==> src/rtl/sipo18_and.sv <==
`default_nettype none
// ============================================================================
// Module   : sipo18_and
// Purpose  : LSB-first serial-in, parallel-out 18-bit frame receiver with a
//            VALID/ACK handshake, an all-ones detect (Z0), a one-cycle
//            restart flag (ERR) and a sticky overrun flag (OVR).
// Revision : 1.0 - initial release
// ============================================================================
module sipo18_and (
    input  logic CK,
    input  logic CD,
    input  logic SI,
    input  logic SE,
    input  logic FS,
    input  logic ACK,
    output logic Q0,
    output logic Q1,
    output logic Q2,
    output logic Q3,
    output logic Q4,
    output logic Q5,
    output logic Q6,
    output logic Q7,
    output logic Q8,
    output logic Q9,
    output logic Q10,
    output logic Q11,
    output logic Q12,
    output logic Q13,
    output logic Q14,
    output logic Q15,
    output logic Q16,
    output logic Q17,
    output logic VALID,
    output logic Z0,
    output logic ERR,
    output logic OVR
);

    localparam int          N        = 18;
    localparam logic [4:0]  LAST_IDX = 5'd17;

    typedef enum logic [1:0] {
        S_IDLE  = 2'd0,
        S_SHIFT = 2'd1,
        S_FULL  = 2'd2
    } state_t;

    state_t         state_q;
    logic [4:0]     cnt_q;
    logic [N-2:0]   sr_q;      // bits 0..16 of the frame being assembled
    logic [N-1:0]   word_q;    // last completed word, bit 0 = first received
    logic           valid_q;
    logic           err_q;
    logic           ovr_q;

    // Frame FSM: staging, completion, handshake and status flags.
    always_ff @(posedge CK) begin
        if (CD) begin
            state_q <= S_IDLE;
            cnt_q   <= 5'd0;
            sr_q    <= '0;
            word_q  <= '0;
            valid_q <= 1'b0;
            err_q   <= 1'b0;
            ovr_q   <= 1'b0;
        end else begin
            // ERR is a pulse: only the restart branch raises it.
            err_q <= 1'b0;
            case (state_q)
                S_IDLE: begin
                    // Bits arriving without FS are silently discarded.
                    if (SE && FS) begin
                        sr_q[0] <= SI;
                        cnt_q   <= 5'd1;
                        state_q <= S_SHIFT;
                    end
                end
                S_SHIFT: begin
                    if (SE) begin
                        if (FS) begin
                            // Restart: partial frame dropped, held word untouched.
                            sr_q[0] <= SI;
                            cnt_q   <= 5'd1;
                            err_q   <= 1'b1;
                        end else if (cnt_q == LAST_IDX) begin
                            // 18th bit goes straight to the output word.
                            word_q  <= {SI, sr_q};
                            valid_q <= 1'b1;
                            cnt_q   <= 5'd0;
                            state_q <= S_FULL;
                        end else begin
                            sr_q[cnt_q] <= SI;
                            cnt_q       <= cnt_q + 5'd1;
                        end
                    end
                end
                S_FULL: begin
                    if (ACK) begin
                        valid_q <= 1'b0;
                        if (SE && FS) begin
                            // Zero-bubble handoff into the next frame.
                            sr_q[0] <= SI;
                            cnt_q   <= 5'd1;
                            state_q <= S_SHIFT;
                        end else begin
                            if (SE) begin
                                ovr_q <= 1'b1;
                            end
                            state_q <= S_IDLE;
                        end
                    end else if (SE) begin
                        // Word still unconsumed: incoming bit is lost.
                        ovr_q <= 1'b1;
                    end
                end
                default: begin
                    state_q <= S_IDLE;
                    cnt_q   <= 5'd0;
                end
            endcase
        end
    end

    // All-ones detect decoded purely from registers.
    assign Z0    = valid_q & (&word_q);
    assign VALID = valid_q;
    assign ERR   = err_q;
    assign OVR   = ovr_q;

    assign Q0  = word_q[0];
    assign Q1  = word_q[1];
    assign Q2  = word_q[2];
    assign Q3  = word_q[3];
    assign Q4  = word_q[4];
    assign Q5  = word_q[5];
    assign Q6  = word_q[6];
    assign Q7  = word_q[7];
    assign Q8  = word_q[8];
    assign Q9  = word_q[9];
    assign Q10 = word_q[10];
    assign Q11 = word_q[11];
    assign Q12 = word_q[12];
    assign Q13 = word_q[13];
    assign Q14 = word_q[14];
    assign Q15 = word_q[15];
    assign Q16 = word_q[16];
    assign Q17 = word_q[17];

endmodule
`default_nettype wire
==> config.mk <==
export PLATFORM = sky130hd
export DESIGN_NAME = sipo18_and
export DESIGN_NICKNAME = d
export VERILOG_FILES = /design/src/rtl/sipo18_and.sv
export SDC_FILE = /design/constraint.sdc
export NUM_CORES = 1
export LEC_CHECK = 0
export BUFFER_PORTS_ARGS = -buffer_cell sky130_fd_sc_hd__buf_2
export CORE_ASPECT_RATIO = 0.9
export CORE_MARGIN = 5
export CORE_UTILIZATION = 50
export CTS_CLUSTER_DIAMETER = 60
export CTS_CLUSTER_SIZE = 8
export DETAILED_ROUTE_END_ITERATION = 6
export MAX_ROUTING_LAYER = met4
export PLACE_DENSITY = 0.74
export SKIP_CTS_REPAIR_TIMING = 1
export SYNTH_ARGS = -nofsm -noshare
export SYNTH_HDL_FRONTEND = slang
export SYNTH_SLANG_ARGS = --single-unit
==> constraint.sdc <==
create_clock -name CK -period 1.6 [get_ports CK]
set_input_delay 0.24 -clock CK [delete_from_list [all_inputs] [get_ports CK]]
set_output_delay 0.24 -clock CK [all_outputs]
set_load 0.1 [all_outputs]
# After elaboration in Yosys (flattened, before gate mapping)
# Index checks and enable logic that the tools add are counted.
# word_totals
register_bits,45
input_bits,6
out_inout_bits,22
wordCells,71
# classes
addsub,1
order_cmp,2
eq_ne,10
muxes,31
n_bitwise,5
reduce_logical,14
# ops
op,count
$mux W5,5
$reduce_and A18 Y1,1
$bwmux W17,1
$mux W1,15
$pmux W5 S3,1
$ne A2 B2 Y1 const B,6
$reduce_and A4 Y1,3
$mux W2,5
$reduce_and A5 Y1,2
$lt A5 B6 Y1 const B,1
$pmux W2 S3,1
$add A5 B1 Y5 const B,1
$demux W1 S5,1
$eq A5 B5 Y1 const B,1
$ge A5 B1 Y1 const B,1
$not A1 Y1,4
$reduce_and A2 Y1,2
$ne A3 B3 Y1 const B,1
$pmux W1 S3,1
$reduce_bool A3 Y1,1
$reduce_or A3 Y1,1
$eq A2 B1 Y1 const B,1
$eq A2 B2 Y1 const B,1
$logic_and A1 B1 Y1,2
4 further kinds,4

# Depth between registers and ports, before layout
# Gate-level depths: netlist of the first run.
# depth
depth_word,9
ltp_mapped,8
ltp_nobuf,6

# Worst setup path before layout of the first run
# OpenSTA, ideal clock, no wires.
# synth_path
path_type,register to output
from,register word_q[8]
to,output port Z0
arrival_time_ns,2.227
required_time_ns,1.360
slack_ns,-0.867
stages_incl_launch_ff,4
n_path_buf,0
path_cell_list,dfxtp_1 nand4_1 nor4_1 and4_1
# synth_via
elab_chain_len,2
# synth_rtl
element,line_no,source
"start, declared",52,logic [N-1:0] word_q;
"start signal, assigned",88,"word_q <= {SI, sr_q};"
$reduce_and A18 Y1,126,assign Z0 = valid_q & (&word_q);
$and A1 B1 Y1,126,
"end, declared",35,"output logic Z0,"
# No other way between the ends.

# Final worst setup path of the first run
# layout_path
from,register word_q[6]
to,output port Z0
# The elaborated chain is that of the path after synthesis.

==> flow_metrics.env, run 1 <==
export IMPL_status="finished, violations left"
export IMPL_violations="setup timing"
export IMPL_fp_dieW_um=76.8
export IMPL_top_level_ports=28
export IMPL_maxSlewHeadroom=0.657
export IMPL_fin_area_um2=2360
export IMPL_worstSetupPathType="reg2out"
export IMPL_die_h_um=70.1
export IMPL_setup_slack_ns=-0.276
export IMPL_initialDrtViolationCount=102
export IMPL_port_buffers=27
export IMPL_drive_gt1_frac=0.311
export IMPL_synth_mux_area_frac=0.0848
export IMPL_antenna_cells=0
export IMPL_clockRootBuffer="clkbuf_8"
export IMPL_post_dp_cell_area_um2=2250
export IMPL_worstPathMaxFanout=3
export IMPL_critPathArrivalTime_ns=1.64
export IMPL_cts_sinks=45
export IMPL_drv_slew=0
export IMPL_p_leak_nw=0.992
export IMPL_avgSynthCellArea_um2=8.80
export IMPL_globalRouteMet3Util=0.0386
export IMPL_globalplace_congestion=0.796
export IMPL_fin_crit_ns=1.88
export IMPL_hold_class="in2reg"
export IMPL_path_clk_slew_ns=0.09
export IMPL_dp_hpwl_um=3000
export IMPL_gr_usage_met2=0.261
export IMPL_finalSetupViolations=1
export IMPL_pwr_share_seq=0.566
export IMPL_first_global_vias=1525
export IMPL_pwr_share_clk=0.375
export IMPL_syn2layout_area_growth_pct=17.7
export IMPL_synth_area_um2=2010
export IMPL_core_area_um2=3810
export IMPL_swShare=0.237
export IMPL_powerDensity_nw_per_um2=828
export IMPL_yosysUniqueCellTypes=36
export IMPL_netlist_area_leader_share=0.449
export IMPL_cp_start_kind="flop"
export IMPL_pre_cts_ws_ns=-0.0616
export IMPL_synthSimpleGateAreaFrac=0.265
export IMPL_viasPerCell=5.39
export IMPL_track_usage=0.171
export IMPL_yosys_top_cells_area="dfxtp_1 (45%), mux2i_1 (8.5%), nand2_1 (7.9%)"
export IMPL_cts_buffer_depth=2
export IMPL_final_hold_viol_count=0
export IMPL_antenna_found_initial=0
export IMPL_worstPathRequired_ns=1.36
export IMPL_cts_buffers=5
export IMPL_grt_remaining_overflow=0
export IMPL_busiest_layer="met2"
export IMPL_worstMarginPinSlew_ns=0.513
export IMPL_synthXorXnorAreaFrac=0
export IMPL_routed_wl_um=4240
export IMPL_drtAntennaViolNets=0
export IMPL_ir_drop_mv=0.429
export IMPL_yosysWarnings=0
export IMPL_synthTopCellsByCount="dfxtp_1 (45), nand2_1 (42), nor2_1 (18)"
export IMPL_wl_per_cell_um=14.1
export IMPL_synthCells=228
export IMPL_cts_tree="yes"
export IMPL_p_comb_frac=0.059
export IMPL_power_net_switching_mw=0.463
export IMPL_synth_top_area_cell="dfxtp_1"
export IMPL_synth_compound_area_frac=0.119
export IMPL_synthAdderAreaFrac=0.0250
export IMPL_synth_most_common_cell="dfxtp_1"
export IMPL_rows=21
export IMPL_final_setup_skew_ns=0.00727
export IMPL_synth_top_family_by_area="simple AND/OR/NAND/NOR gates"
export IMPL_clk_latency_ns=0.30
export IMPL_synth_edf_count=0
export IMPL_num_vias=1617
export IMPL_met1_usage=0.215
export IMPL_rsz0062_at_grt="true"
export IMPL_fmax_ghz=0.533
export IMPL_grt_max_degree=23
export IMPL_async_reset_ff_frac=0
export IMPL_max_cap_violations=0
export IMPL_start_util=0.526
export IMPL_htreeDepth=2
export IMPL_whs_path_depth=3
export IMPL_die_area_um2=5380
export IMPL_drcViolationCount=0
export IMPL_firstDrtPassIters=4
export IMPL_p_int_mw=1.49
export IMPL_grt_first_pass_wirelength_um=7170
export IMPL_endpoint_kind="primary output"
export IMPL_period_share=1.17
export IMPL_syn_nets=238
export IMPL_ys_seq_area_frac=0.449
export IMPL_nets=263
export IMPL_reg2regPathDepth=4
export IMPL_ys_ff_latch=45
export IMPL_synth_ff_type="dfxtp_1"
routing by layer:
metal | part of all wire | routed length [µm] | vias up
met5 | 0 | 0 | -
met4 | 0.019 | 80 | 0
met3 | 0.043 | 181 | 9
met2 | 0.46 | 1960 | 29
met1 | 0.48 | 2020 | 746
li1 | - | - | 833
critical path, cell delays in order (launching register included):
cell     delay (ns)
dfxtp_4        0.35
nand4_1        0.17
nor4_4         0.34
and4_4         0.29
buf_12         0.17
cell usage in the layout (no fill, tap or decap), types with 4 or more instances in the layout:
master / instances
nand4_1: 4
o21ai_0: 6
a21oi_2: 10
mux2i_1: 17
clkbuf_8: 6
dfxtp_2: 4
buf_2: 26
dfxtp_1: 25
nor2_1: 18
nand3_1: 17
a21oi_1: 15
nand2b_1: 4
dfxtp_4: 16
buf_4: 4
nand2_1: 42
worst paths after layout:
check / start / end / slack [ns]
worst max-delay path: word_q[6]$_SDFFE_PP0P_ / Z0 / -0.28
worst min-delay path: SE / OVR$_SDFFE_PP0P_ / 0.27
worst max register to register: cnt_q[3]$_SDFFE_PP0P_ / sr_q[10]$_SDFFE_PP0P_ / 0.10
worst min register to register: sr_q[7]$_SDFFE_PP0P_ / word_q[7]$_SDFFE_PP0P_ / 0.45
cells by family after synthesis:
family,after synthesis
fa+ha+maj,4
buf+inv,18
compound gates,36
simple gates,108
flops,45
mux,17
layout make-up:
cell class	count	area (µm²)
clock inverter	2	13.8
sequential	45	966
multi-input combinational	165	1010
inverter	3	11.3
tap	46	57.6
fill	349	1450
clock buffer	6	82.6
timing repair buffer	33	220
metrics by stage:
step | TNS (ns) | hold slack, ns | power [mW] | std cells | utilization
5_1_grt | -0.338 | 0.270 | 2.04 | 300 | 0.620
2_1_floorplan | -0.0136 | 0.397 | 1.21 | 228 | -
4_1_cts | -0.456 | 0.268 | 1.97 | 300 | 0.615
3_3_place_gp | 0 | 0.434 | 1.24 | 292 | 0.589
3_5_place_dp | -0.0616 | 0.435 | 1.25 | 292 | 0.589
6_report | -0.276 | 0.275 | 1.95 | 300 | 0.620
flip-flops by register name, indices dropped and copies added, names as in the netlist:
name,count
sr_q,17
word_q,18
VALID,1
state_q,2
OVR,1
ERR,1
cnt_q,5
power by group through the flow:
stage          registers, mW  clock network [mW]  logic [mW]
2_1_floorplan           1.13                   0      0.0740
3_3_place_gp            1.13                   0       0.112
3_5_place_dp            1.13                   0       0.113
4_1_cts                 1.11               0.748       0.114
5_1_grt                 1.11               0.807       0.127
6_report                1.11               0.734       0.114
No activity file was read; power rests on OpenSTA's default activity.
==> run 2: changes to the inputs <==
- CORE_ASPECT_RATIO: 0.9 -> 0.8
- CORE_UTILIZATION: 50 -> 30
- PLACE_DENSITY: 0.74 -> unset
==> run 2 against run 1 <==
  * The flow still finishes with violations (setup timing)
  * Design area rose by 3.4%
  * Register-to-register slack barely moved
  * First-iteration DRC count fell by 34%
  * Worst setup slack improved by 0.040 ns
  * Via count grew 0.12%
  * Power up 0.28%
  * Critical path depth is 1 higher
  * Worst hold slack worse by 0.0067 ns
  * Non-clock buffer count is 6 higher
  * Critical endpoint unchanged
  * Largest power group unchanged
  * Highest routed layer unchanged
==> flow_metrics.env, run 2 (synthesis gave the netlist of run 1 again) <==
export IMPL_violations="setup timing"
export IMPL_antenna_cells=0
export IMPL_globalplace_congestion=0.757
export IMPL_hold_class="in2reg"
export IMPL_reg_top3="word_q x18, sr_q x17, cnt_q x5"
export IMPL_whs_path_depth=3
export IMPL_ir_drop_mv=0.334
export IMPL_fmax_ghz=0.545
export IMPL_clockRootBuffer="clkbuf_8"
export IMPL_period_share=1.15
export IMPL_rows=26
export IMPL_nets=269
export IMPL_top_level_ports=28
export IMPL_maxSlewHeadroom=0.673
export IMPL_setup_slack_ns=-0.236
export IMPL_final_hold_viol_count=0
export IMPL_die_h_um=83.1
export IMPL_worstReg2RegStart="cnt_q[0]$_SDFFE_PP0P_"
export IMPL_grt_first_pass_wirelength_um=7270
export IMPL_syn2layout_area_growth_pct=21.7
export IMPL_firstDrtPassIters=4
export IMPL_htreeDepth=2
export IMPL_pre_cts_ws_ns=0.0191
export IMPL_worstMarginPinSlew_ns=0.494
export IMPL_grt_max_degree=29
export IMPL_viasPerCell=4.71
export IMPL_status="finished, violations left"
export IMPL_routed_wl_um=4310
export IMPL_mostFrequentLayoutCells="nand2_1 (42), dfxtp_1 (26), buf_2 (26)"
export IMPL_largest_reg_flops=18
export IMPL_drcViolationCount=0
export IMPL_critPathArrivalTime_ns=1.60
export IMPL_die_area_um2=8430
export IMPL_start_util=0.311
export IMPL_final_common_cell="nand2_1"
export IMPL_numPlacedInstances=335
export IMPL_min_to="OVR$_SDFFE_PP0P_"
export IMPL_cts_buffers=5
export IMPL_clk_latency_ns=0.30
export IMPL_endpoint_kind="primary output"
export IMPL_r2r_end="sr_q[0]$_SDFFE_PP0P_"
export IMPL_worstSetupPathType="reg2out"
export IMPL_powerDensity_nw_per_um2=803
export IMPL_drive_gt1_frac=0.319
export IMPL_num_vias=1619
export IMPL_cts_buffer_depth=2
export IMPL_fp_dieW_um=101
export IMPL_antenna_found_initial=0
export IMPL_drv_slew=0
export IMPL_cts_sinks=45
export IMPL_max_cap_violations=0
export IMPL_p_leak_nw=1.01
export IMPL_track_usage=0.110
export IMPL_cp_start_kind="flop"
export IMPL_rsz0062_at_grt="true"
export IMPL_ff2ff_setup_slack_ns=0.10
export IMPL_port_buffers=27
export IMPL_regMostFlops="word_q"
export IMPL_worstPathMaxFanout=3
export IMPL_fin_cells=344
export IMPL_core_area_um2=6440
export IMPL_drtAntennaViolNets=0
export IMPL_path_clk_slew_ns=0.08
export IMPL_finalSetupViolations=1
export IMPL_reg2regPathDepth=6
export IMPL_initialDrtViolationCount=67
export IMPL_setup_tns_ns=-0.236
export IMPL_final_setup_skew_ns=0.00504
export IMPL_grt_remaining_overflow=0
export IMPL_min_from="SE"
export IMPL_cts_tree="yes"
export IMPL_fin_crit_ns=1.84
export IMPL_dp_hpwl_um=3110
export IMPL_worstPathRequired_ns=1.36
export IMPL_first_global_vias=1527
export IMPL_wl_per_cell_um=12.5
run 2: cell types whose count changed in the layout (fill, tap and decap cells not counted):
cell and change:
buf_4 +6, dfxtp_1 +1, dfxtp_2 -1, ha_1 +1, ha_2 -1, nor4_2 +1, nor4_4 -1
run 2: critical path: stages (launching register included):
cell,delay [ns]
dfxtp_4,0.35
nand4_1,0.13
nor4_2,0.28
buf_4,0.15
and4_4,0.21
buf_12,0.17
run 2: layout make-up:
| class | instances | area (µm²) |
|---|---|---|
| Clock buffer | 6 | 82.6 |
| Tap cell | 84 | 105 |
| Timing Repair Buffer | 39 | 265 |
| Multi-Input combinational cell | 165 | 998 |
| Fill cell | 686 | 4000 |
| Inverter | 3 | 11.3 |
| Sequential cell | 45 | 965 |
| Clock inverter | 2 | 13.8 |
run 2: routing by layer:
layer  track usage  part of all wire
met2         0.156              0.43
met5             -                 0
met4        0.0362            0.0093
met1         0.148              0.52
met3        0.0352             0.038
run 2: worst max path at each step:
stage,startpoint,cells past startpoint,endpoint
after floorplan,word_q[8]$_SDFFE_PP0P_,3,Z0
after global placement,word_q[6]$_SDFFE_PP0P_,5,Z0
after detailed placement,word_q[5]$_SDFFE_PP0P_,5,Z0
after CTS,word_q[5]$_SDFFE_PP0P_,5,Z0
after global routing,word_q[6]$_SDFFE_PP0P_,5,Z0
final,word_q[6]$_SDFFE_PP0P_,5,Z0
run 2: through the flow:
stage	cell area, µm²	total power [mW]	hold WS [ns]	utilization
global route	2440	2.05	0.272	0.379
CTS	2430	2.01	0.256	0.377
detailed placement	2330	1.25	0.436	0.362
finish	2440	1.96	0.268	0.379
global placement	2330	1.25	0.435	0.362
floorplan	2070	1.21	0.397	-
run 2: power by group:
group | internal [mW] | switching (mW)
Sequential | 1.10 | 0.00728
Clock | 0.350 | 0.387
Combinational | 0.0444 | 0.0720
Total | 1.49 | 0.466
